===== config.mk =====
export PLATFORM = sky130hd
export DESIGN_NAME = i2c_master_wb
export DESIGN_NICKNAME = d
export VERILOG_FILES = /design/src/rtl/i2c_master_wb.sv
export SDC_FILE = /design/constraint.sdc
export NUM_CORES = 1
export LEC_CHECK = 0
export ABC_AREA = 1
export BUFFER_PORTS_ARGS = -buffer_cell sky130_fd_sc_hd__buf_2
export CAP_MARGIN = 25
export CORE_UTILIZATION = 45
export DETAILED_ROUTE_END_ITERATION = 8
export GPL_ROUTABILITY_DRIVEN = 0
export PLACE_DENSITY = 0.75
export SLEW_MARGIN = 20
export SYNTH_ARGS = -nofsm -noshare
export SYNTH_HDL_FRONTEND = slang
export SYNTH_SLANG_ARGS = --single-unit

===== constraint.sdc =====
create_clock -name clk -period 1.93 [get_ports clk]
set_input_delay 0.0965 -clock clk [delete_from_list [all_inputs] [get_ports clk]]
set_output_delay 0.0965 -clock clk [all_outputs]
set_load 0.02 [all_outputs]

===== src/rtl/i2c_master_wb.sv =====
// i2c_master_wb: single-CSR Wishbone slave driving an open-drain I2C bus, one START/STOP/WRITE/READ primitive per write
//   clk, rst       : system clock, asynchronous active-high reset
//   scl_oe, sda_oe : 1 pulls the pad low, 0 releases it to the pull-up
//   sda_i          : SDA pad level
//   wb_cyc, wb_we, wb_wdata, wb_ack, wb_rdata : CSR access, read = {ready, 22'b0, ack_out, data_out}
module i2c_master_wb #(
    parameter int DW = 3
) (
    input  logic        clk,
    input  logic        rst,
    output logic        scl_oe,
    output logic        sda_oe,
    input  logic        sda_i,
    output logic [31:0] wb_rdata,
    input  logic [31:0] wb_wdata,
    input  logic        wb_we,
    input  logic        wb_cyc,
    output logic        wb_ack
);
    typedef enum logic [1:0] {IDLE, STA, STO, XFER} state_t;
    state_t state, state_n;
    logic [DW-1:0] pre;
    logic [5:0] step, step_n;
    logic [8:0] shift, load;
    logic [7:0] data_out;
    logic [1:0] ph;
    logic ack_out, ready, accept, tick, last, upd, scl_n, sda_n;
    logic unused;
    assign unused = ^{wb_wdata[31:14], wb_wdata[11:9]};
    assign ready = state == IDLE;
    assign accept = wb_cyc & wb_we & ~wb_ack & ready;
    assign tick = &pre;
    // step[1:0] is the phase within a slot, step[5:2] the bit slot
    assign last = step == ((state == XFER) ? 6'd35 : 6'd3);
    // lines change on entering a phase, never on the completion tick
    assign upd = accept | (~ready & tick & ~last);
    assign load = wb_wdata[12] ? {8'hFF, wb_wdata[8]} : {wb_wdata[7:0], 1'b1};
    always_ff @(posedge clk or posedge rst) begin
        if (rst) state <= IDLE;
        else state <= state_n;
    end
    always_comb begin
        state_n = accept ? (wb_wdata[13] ? XFER : wb_wdata[12] ? STO : STA)
                : (~ready & tick & last) ? IDLE : state;
        step_n = accept ? 6'd0 : step + 6'd1;
        ph = step_n[1:0];
        scl_n = scl_oe;
        sda_n = sda_oe;
        if (upd) begin
            scl_n = ph == 2'd1 ? 1'b0 : (ph == 2'd3 && state_n != STO) ? 1'b1 : scl_oe;
            sda_n = state_n == XFER ? (ph == 2'd0 ? ~(accept ? load[8] : shift[8]) : sda_oe)
                  : state_n == STA ? (ph == 2'd0 ? 1'b0 : ph == 2'd2 ? 1'b1 : sda_oe)
                  : (ph == 2'd0 ? 1'b1 : ph == 2'd3 ? 1'b0 : sda_oe);
        end
    end
    always_ff @(posedge clk or posedge rst) begin
        if (rst) begin
            pre <= '0;
            step <= '0;
            shift <= '0;
            data_out <= '0;
            ack_out <= 1'b0;
            scl_oe <= 1'b0;
            sda_oe <= 1'b0;
            wb_ack <= 1'b0;
            wb_rdata <= '0;
        end else begin
            wb_ack <= wb_cyc & ~wb_ack;
            wb_rdata <= (wb_cyc & ~wb_ack) ? {ready, 22'b0, ack_out, data_out} : 32'b0;
            scl_oe <= scl_n;
            sda_oe <= sda_n;
            if (accept) begin
                pre <= '0;
                step <= '0;
                shift <= load;
            end else if (!ready) begin
                pre <= pre + DW'(1);
                if (tick) step <= step_n;
                if (tick && state == XFER && step[1:0] == 2'd2) shift <= {shift[7:0], sda_i};
                if (tick && state == XFER && last) {data_out, ack_out} <= shift;
            end
        end
    end
endmodule


==> results.yml, run 1 <==
outcome:
  status: "finished, violations left"
  violations: "DRC"
routing:
  routed_wl_um: 3580
  drt-wirelength-per-cell_um: 10.6
  drc_errors: 3
  drt_iter0_markers: 46
  viasPerCell: 4.63
  dr.pass1.iters: 6
  ant_nets: 0
  num_vias: 1564
final_layout:
  areaGrowthSynthToFinish_pct: 17.7
  num_antenna_cells: 0
  multiInputGateArea_um2: 876
  instances_no_fill: 338
  drive_gt1_share_pct: 28.7
  fillers: 395
  fin_nets: 331
  seq_area_um2: 1050
cts:
  htreeDepth: 2
  clk_latency_ns: 0.29
  root_buffer: "clkbuf_8"
  cts_made_buffers: 5
  cts_tree: "built"
  clk_pin_slew_ns: 0.09
  clock_path_buffers: 2
  cts.sinks: 42
timing:
  max_slew_margin_pct: 55.2
  fmax_mhz: 554
  period_needed_ns: 1.81
  finClkSkew_ns: 0.00836
  tightest_slew_ns: 0.672
  fin_crit_sh_pct: 93.6
  finalMaxSlewViolations: 0
  hold_viol_final: 0
  setup_viol: 0
synthesis:
  synth-compound-area-share_pct: 13.8
  synth_xor_area_share_pct: 0
  syn_inst: 239
  avgSynthCellArea_um2: 9.01
  synth_fa_ha_area_share_pct: 5.23
  synth_edf_count: 0
  async_reset_ff_share_pct: 100
  dominantRegCellSynth: "dfrtp_1"
  synth.distinct_cells: 29
  ys_seq_elements: 42
  synth_warnings: 0
  ys_seq_area_share_pct: 48.8
  synthesis.area_um2: 2150
  synth_top_area_share_pct: 48.8
  synth_top_family_by_area: "buffers and inverters"
  synth-simple-area-share_pct: 15.4
  synth_mux_area_share_pct: 0
  synth.top_cells.by_area: "dfrtp_1 49%, buf_4 7.7%, inv_1 7.3%"
  synth_top_area_cell: "dfrtp_1"
power_and_ir_drop:
  p_leak_nw: 1.36
  power_density_nw_per_um2: 617
  ir_drop_v: 0.000312
  finalPower_w: 0.00156
job:
  cap_violations: 0
global_routing:
  overflow: 0
  antenna_found_initial: 0
  grt_pass1_wl_um: 6330
  grt_max_degree: 27
  grt_usage_pct: 15.9
  grt_pass1_vias: 1433
floorplan:
  dieArea_um2: 5070
  die_x_um: 71.2
  io_pins: 72
  core-area_um2: 4470
  num_rows: 24
  initial_utilization_pct: 48.1
  die_y_um: 71.2
worst_setup_path:
  critical_path.max_fanout: 2
  required_ns: 2.13
  crit_family: "simple AND/OR/NAND/NOR gates"
  endpoint_kind: "flip-flop"
  critPathLaunchType: "flip-flop"
  path_buf_inv: 3
  crit_path_frequent_cell: "nand2_1"
  cpMaxStageDelayCell: "dfrtp_1"
  crit_arrival_ns: 2.00
  crit_chain: "ha_2 -> ha_4 -> inv_4 -> nor2_4 -> nand4_1 -> nand2_2 -> nand2_2 -> nand3_2 -> inv_2 -> ha_4 -> inv_1 -> nand2_1 -> nand2_1 -> nand3_1 -> nand2_1"
  critPathMaxStageDelay_ns: 0.36
  critPathKind: "reg2reg"
placed_design:
  dp.cells: 326
  place_hpwl_um: 2710
  io_buffers: 28
min_path:
  hp-class: "in2reg"
-- routing by layer --
layer	wire length [um]	track usage [%]	part of all wire [%]	up-vias
met5	0	0	0	-
met4	51	6.00	1.4	0
met3	136	2.56	3.8	5
met2	1650	25.3	46	41
met1	1740	21.9	49	707
li1	-	-	-	811
-- cells in the mapped netlist (3+ instances only) --
| cell type | n |
|---|---|
| a21oi_1 | 6 |
| dfrtp_1 | 42 |
| inv_1 | 42 |
| buf_4 | 22 |
| nor3_1 | 3 |
| nor2_1 | 19 |
| o21ai_2 | 11 |
| o21ai_0 | 12 |
| nand3_1 | 9 |
| o221ai_1 | 6 |
| ha_1 | 9 |
| nand2_1 | 35 |
-- cells by family (layout without fill, tap and decap cells) --
family | Yosys count | after routing
compound gates | 43 | 43
fa+ha+maj | 9 | 9
simple gates | 74 | 74
flops | 42 | 42
buf+inv | 70 | 96
other cells | 1 | 22
-- final cells by class --
cell class	instances	share of cell area [%]
clock buffers	5	2.71
multi-input cells	148	34.6
inverters	44	6.81
well taps	52	2.57
clock inverters	3	0.987
repair buffers	44	10.9
flip-flops and latches	42	41.5
-- registers in the layout, indices dropped and copies added (netlist names) --
name,cells
data_out,8
ack_out,1
sda_oe,1
state,2
scl_oe,1
step,6
shift,9
wb_rdata,10
pre,3
wb_ack,1
-- placed cells by master, fill, tap and decap left out, types with 2 or more instances in the layout --
cell | synthesis | final
buf_2 | 2 | 28
clkbuf_8 | 0 | 5
o211ai_1 | 2 | 2
buf_4 | 22 | 14
o21ai_0 | 12 | 12
nand2_2 | 2 | 3
nor2_2 | 0 | 2
nor3_1 | 3 | 3
ha_4 | 0 | 2
o221ai_1 | 6 | 6
o22ai_1 | 2 | 2
a22o_1 | 2 | 2
o21ai_2 | 11 | 11
inv_2 | 1 | 2
nand2_1 | 35 | 34
conb_1 | 1 | 22
nor2_4 | 2 | 3
inv_1 | 42 | 40
dfrtp_1 | 42 | 41
ha_1 | 9 | 6
clkinv_4 | 0 | 2
nor2_1 | 19 | 16
a21oi_1 | 6 | 5
nand3_1 | 9 | 8
-- worst paths after layout --
check                         endpoint  slack (ns)         from  cells past startpoint
max                             sda_oe        0.12       pre[0]                     15
min                           shift[4]        0.04  wb_wdata[3]                      3
max reg2reg                     sda_oe        0.12       pre[0]                     15
min reg2reg                     sda_oe        0.48       sda_oe                      2
max in group asynchronous     state[1]        0.93          rst                      4
min in group asynchronous  wb_rdata[6]        0.44          rst                      3
-- power by group --
| group | switching [W] | internal, W | total [W] |
|---|---|---|---|
| clock | 0.000324 | 0.000261 | 0.000585 |
| sequential | 0.000000887 | 0.000882 | 0.000883 |
| combinational | 0.0000742 | 0.0000214 | 0.0000956 |
| total | 0.000399 | 0.00116 | 0.00156 |
-- through the flow --
stage	cell area, um2	util [%]	setup slack, ns	TNS [ns]	hold WS (ns)
2_1_floorplan	2250	-	0.0148	0	0.245
3_3_place_gp	2370	52.9	0.0255	0	0.220
3_5_place_dp	2370	52.9	0.0110	0	0.226
4_1_cts	2470	55.2	0.0133	0	0.0403
5_1_grt	2530	56.7	-0.00539	-0.00539	0.0546
6_report	2530	56.7	0.124	0	0.0379
-- worst reg2reg max path, delay by kind of cell, from the launching register on --
kind                       cells  cell delay (ns)
and+or+nand+nor                9             0.65
adders and majority gates      3             0.58
DFF                            1             0.36
buffers and inverters          3             0.12
-- timing repair --
action / CTS / global route
setup buffers: 0 / 3
endpoints found under the setup margin: 1 / 1
hold buffers: 1 / 0
pin swaps: 0 / 5
endpoints found under the hold margin: 16 / 0
resized for setup: 1 / 10
No activity file was read; power rests on OpenSTA's default activity.
==> run 2, diff against run 1 <==
Settings changed: CORE_ASPECT_RATIO from default to 0.7, GPL_ROUTABILITY_DRIVEN 0 to default, RECOVER_POWER from default to 100.
==> run 2 against run 1 <==
Net effect: the run now ends clean; final cell count increased by 1.8%; global-route usage rose by 1.4 points; routed wire length up 11%.
==> results.yml, run 2 (same netlist as run 1, synthesis figures left out) <==
outcome:
  status: "finished clean"
worst_setup_path:
  required_ns: 2.11
  r2r_end: "sda_oe"
  critical_path.max_fanout: 2
  critPathKind: "reg2reg"
  crit_family: "simple AND/OR/NAND/NOR gates"
  critPathMaxStageDelay_ns: 0.38
  crit_path_frequent_cell: "nand2_2"
  r2r_slack_ns: 0.04
  crit_arrival_ns: 2.06
  endpoint_kind: "flip-flop"
  crit_chain: "ha_2 -> ha_4 -> inv_4 -> nor2_4 -> nand4_1 -> nand2_2 -> nand2_2 -> nand3_2 -> inv_2 -> ha_4 -> inv_2 -> nand2_2 -> nand2_1 -> nand3_1 -> nand2_1"
  cpMaxStageDelayCell: "dfrtp_1"
  ff2ff_path_depth: 15
  path_buf_inv: 3
  critPathLaunchType: "flip-flop"
  worstReg2RegStart: "pre[1]"
timing:
  finalMaxSlewViolations: 0
  max_slew_margin_pct: 32.9
  fin_ws_ns: 0.0428
  setup_viol: 0
  holdWs_ns: 0.0495
  finClkSkew_ns: 0.00889
  rsz0062_at_grt: "yes"
  period_needed_ns: 1.89
  fmax_mhz: 530
  fin_crit_sh_pct: 97.8
  tightest_slew_ns: 1.01
  hold_viol_final: 0
cts:
  root_buffer: "clkbuf_8"
  cts_tree: "built"
  cts.sinks: 42
  cts_made_buffers: 5
  clk_latency_ns: 0.29
  clk_pin_slew_ns: 0.08
  clock_path_buffers: 2
  htreeDepth: 2
routing:
  dr.pass1.iters: 7
  routed_wl_um: 3980
  drt_iter0_markers: 111
  viasPerCell: 4.67
  drc_errors: 0
  ant_nets: 0
  drt-wirelength-per-cell_um: 11.6
  num_vias: 1606
power_and_ir_drop:
  power_density_nw_per_um2: 603
  p_leak_nw: 1.31
  finalPower_w: 0.00153
  ir_drop_v: 0.000334
final_layout:
  areaGrowthSynthToFinish_pct: 17.5
  design_area_um2: 2530
  instances_no_fill: 344
  top_register: "wb_rdata"
  fin_nets: 334
  largest_register_ffs: 10
  layout_commonest_cell: "dfrtp_1"
  layout_common_cells: "41 x dfrtp_1, 39 x inv_1, 33 x nand2_1"
  drive_gt1_share_pct: 25.3
  num_antenna_cells: 0
  reg.largest.list: "wb_rdata x10, shift x9, data_out x8"
min_path:
  min-delay-start: "wb_wdata[3]"
  worstHoldPathCells: 3
  hp-class: "in2reg"
  hold_end: "shift[4]"
global_routing:
  grt_pass1_wl_um: 6610
  overflow: 0
  grt_pass1_vias: 1450
  grt_max_degree: 43
  antenna_found_initial: 0
  grt_usage_pct: 17.3
floorplan:
  die_y_um: 59.9
  num_rows: 20
  initial_utilization_pct: 48.3
  die_x_um: 84.7
  core-area_um2: 4450
  dieArea_um2: 5070
  io_pins: 72
placed_design:
  place_congestion: 0.761
  placed_area_um2: 2370
  io_buffers: 28
  place_hpwl_um: 2860
  dp.cells: 330
  pre_cts_ws_ns: -0.0280
job:
  cap_violations: 0
-- run 2: cell types whose count changed in the layout (fill, tap and decap cells not counted), sizes merged --
cell	previous run	this run
buf	43	31
clkbuf	5	21
clkinvlp	1	0
clkinv	2	3
inv	44	43
-- run 2: how the worst max path moves through the flow --
stage	from	endpoint	slack, ns	depth (start not counted)
global placement	pre[0]	sda_oe	0.02	15
detailed placement	pre[0]	sda_oe	-0.03	14
global route	pre[1]	sda_oe	-0.06	15
floorplan	wb_ack	sda_oe	0.01	15
finish	pre[1]	sda_oe	0.04	15
CTS	pre[1]	sda_oe	0.01	15
-- run 2: per-stage QoR --
stage / setup TNS, ns / util [%]
after global routing: -0.0647 / 56.8
final: 0 / 56.8
after global placement: 0 / 53.1
after floorplan: 0 / -
after CTS: 0 / 56.0
after detailed placement: -0.0280 / 53.1
-- run 2: worst reg2reg max path, stage by stage, from the launching register on --
cell,delay (ns)
dfrtp_1,0.38
ha_2,0.20
ha_4,0.15
inv_4,0.04
nor2_4,0.08
nand4_1,0.13
nand2_2,0.12
nand2_2,0.07
nand3_2,0.08
inv_2,0.05
ha_4,0.26
inv_2,0.03
nand2_2,0.04
nand2_1,0.04
nand3_1,0.06
nand2_1,0.05
-- run 2: timing repair --
item	in CTS	in global routing
pin swaps	0	8
setup buffers	2	3
hold buffers	1	0
gates resized for setup	5	10
endpoints found under the hold margin	42	0
endpoints found under the setup margin	1	1
-- run 2: metal layers --
metal  global-route usage, %  vias to the layer above  wire length, um
li1                        -                      816                -
met1                    24.3                      733             2010
met2                    25.8                       53             1700
met3                    4.83                        4              234
met4                    6.54                        0               38
met5                       0                        -                0
-- run 2: layout make-up --
type                       instances  area [um2]
fill                             402        1920
clock inverter                     2        13.8
timing repair buffer              47         263
sequential                        42        1050
clock buffer                       6        72.6
tap                               55        68.8
multi-input combinational        148         888
inverter                          44         173
-- run 2: where the power goes --
| group | internal, W | total, W | switching (W) |
|---|---|---|---|
| combinational | 0.0000168 | 0.0000921 | 0.0000753 |
| sequential | 0.000882 | 0.000883 | 0.000000970 |
| clock | 0.000255 | 0.000552 | 0.000297 |
==> run 3, diff against run 2 <==
Settings changed: BUFFER_PORTS_ARGS -buffer_cell sky130_fd_sc_hd__buf_2 to default, CORE_UTILIZATION 45 to 55, DONT_BUFFER_PORTS from default to 1, PLACE_DENSITY 0.75 to 0.73.
==> run 3 against run 2 <==
Net effect: the flow now finishes with violations (hold timing); non-clock buffer count is 12 lower; register-to-register slack about the same; global-route usage up 4.2 points; critical path depth did not move; first-iteration DRC count is 17% lower; clock power hardly changed; critical path type unchanged; critical endpoint unchanged; largest power group unchanged.
==> results.yml, run 3 (same netlist as run 1, synthesis figures left out) <==
global_routing:
  grt_max_degree: 43
  overflow: 0
  grt_usage_pct: 21.5
  grt_pass1_vias: 1421
  grt_pass1_wl_um: 6660
  antenna_found_initial: 0
routing:
  viasPerCell: 5.01
  routed_wl_um: 4220
  drc_errors: 0
  num_vias: 1638
  dr.pass1.iters: 4
  drt-wirelength-per-cell_um: 12.9
  drt_iter0_markers: 92
  ant_nets: 0
placed_design:
  io_buffers: 0
  place_hpwl_um: 2650
  place_congestion: 0.791
  pre_cts_ws_ns: -0.0539
floorplan:
  die_y_um: 54.4
  core-area_um2: 3630
  num_rows: 18
  die_x_um: 76.8
  io_pins: 72
  dieArea_um2: 4170
  initial_utilization_pct: 59.4
timing:
  tightest_slew_ns: 1.02
  rsz0062_at_grt: "yes"
  fmax_mhz: 534
  hold_viol_final: 2
  setup_viol: 0
  finalMaxSlewViolations: 0
  fin_tns_setup_ns: 0
  max_slew_margin_pct: 31.9
  holdWs_ns: -0.0238
  fin_crit_sh_pct: 97.0
  fin_ws_ns: 0.0571
  period_needed_ns: 1.87
  finClkSkew_ns: 0.00874
final_layout:
  reg.largest.list: "wb_rdata x10, shift x9, data_out x8"
  num_antenna_cells: 0
  areaGrowthSynthToFinish_pct: 19.1
  final_util_pct: 70.7
  fin_nets: 322
  fillers: 285
  drive_gt1_share_pct: 22.0
  layout_commonest_cell: "dfrtp_1"
  largest_register_ffs: 10
  top_register: "wb_rdata"
  layout_common_cells: "41 x dfrtp_1, 39 x inv_1, 34 x nand2_1"
min_path:
  hp-class: "in2reg"
worst_setup_path:
  critical_path.max_fanout: 2
  crit_arrival_ns: 2.06
  endpoint_kind: "flip-flop"
  critPathKind: "reg2reg"
  critPathLaunchType: "flip-flop"
  ff2ff_path_depth: 15
  required_ns: 2.12
  r2r_slack_ns: 0.06
  cp-endpoint: "sda_oe"
  r2r_end: "sda_oe"
  startpoint: "pre[1]"
  worstReg2RegStart: "pre[1]"
power_and_ir_drop:
  power_density_nw_per_um2: 596
  finalPower_w: 0.00153
  p_leak_nw: 1.30
  ir_drop_v: 0.000487
cts:
  cts_made_buffers: 5
  clock_path_buffers: 2
  cts.sinks: 42
  root_buffer: "clkbuf_8"
  htreeDepth: 2
  clk_latency_ns: 0.30
  clk_pin_slew_ns: 0.08
  cts_tree: "built"
outcome:
  violations: "hold timing"
  status: "finished, violations left"
job:
  cap_violations: 0
==> run 3: cell count changes in the layout (fill, tap and decap cells not counted), moves of 2 or more <==
cell	before	now
nand3_2	1	3
clkbuf_1	15	3
nand3_1	8	6
dlygate4sd3_1	1	13
buf_2	15	0
==> run 3: power by group <==
group / switching, W / leakage (nW) / internal (W) / total, W
clock: 0.000300 / 0.0452 / 0.000255 / 0.000555
combinational: 0.0000706 / 0.735 / 0.0000182 / 0.0000887
sequential: 0.000000955 / 0.515 / 0.000882 / 0.000883
==> run 3: worst min-delay path by stage <==
| stage | startpoint | to | slack, ns | cells after the start |
|---|---|---|---|---|
| after floorplan | wb_wdata[0] | shift[1] | 0.24 | 2 |
| after global placement | rst | wb_rdata[31] | 0.15 | 2 |
| after detailed placement | rst | wb_rdata[31] | 0.16 | 2 |
| after CTS | wb_wdata[13] | state[1] | 0.007 | 2 |
| after global routing | wb_wdata[12] | shift[7] | 0.001 | 2 |
| final | wb_wdata[12] | shift[3] | -0.02 | 2 |
==> run 3: through the flow <==
step / cells / instance area (um2)
2_1_floorplan: 260 / 2250
3_3_place_gp: 296 / 2210
3_5_place_dp: 296 / 2210
4_1_cts: 323 / 2500
5_1_grt: 327 / 2560
6_report: 327 / 2560
==> run 3: timing repair <==
| item | in CTS | in global routing |
|---|---|---|
| hold buffers | 15 | 0 |
| buffers inserted | 4 | 7 |
| resized for setup | 5 | 13 |
| endpoints found under the setup margin | 1 | 7 |
| hold endpoints to repair | 50 | 0 |
| pin swaps | 1 | 12 |
==> run 3: layer usage <==
layer / share of wire, % / up-vias / GRT usage [%] / wire (um)
met1: 46 / 755 / 29.2 / 1930
met5: 0 / - / 0 / 0
li1: - / 799 / - / -
met2: 46 / 75 / 34.7 / 1920
met3: 7.4 / 9 / 5.33 / 311
met4: 1.3 / 0 / 6.73 / 55
==> run 3: area by class of cell <==
| cell class | count | area, um2 | share of cell area, % |
|---|---|---|---|
| well taps | 50 | 62.6 | 2.44 |
| clock inverters | 2 | 13.8 | 0.537 |
| flip-flops and latches | 42 | 1050 | 41.0 |
| inverters | 44 | 173 | 6.74 |
| multi-input cells | 148 | 893 | 34.8 |
| clock buffers | 6 | 72.6 | 2.83 |
| repair buffers | 35 | 297 | 11.6 |
==> run 3: worst max-delay path: stages, from the launching register on <==
cell     delay (ns)
dfrtp_1        0.37
ha_2           0.19
ha_4           0.15
inv_4          0.04
nor2_4         0.07
nand4_1        0.14
nand2_2        0.14
nand2_2        0.07
nand3_2        0.08
inv_2          0.05
ha_4           0.26
inv_2          0.03
nand2_1        0.04
nand2_1        0.04
nand3_1        0.06
nand2_1        0.05
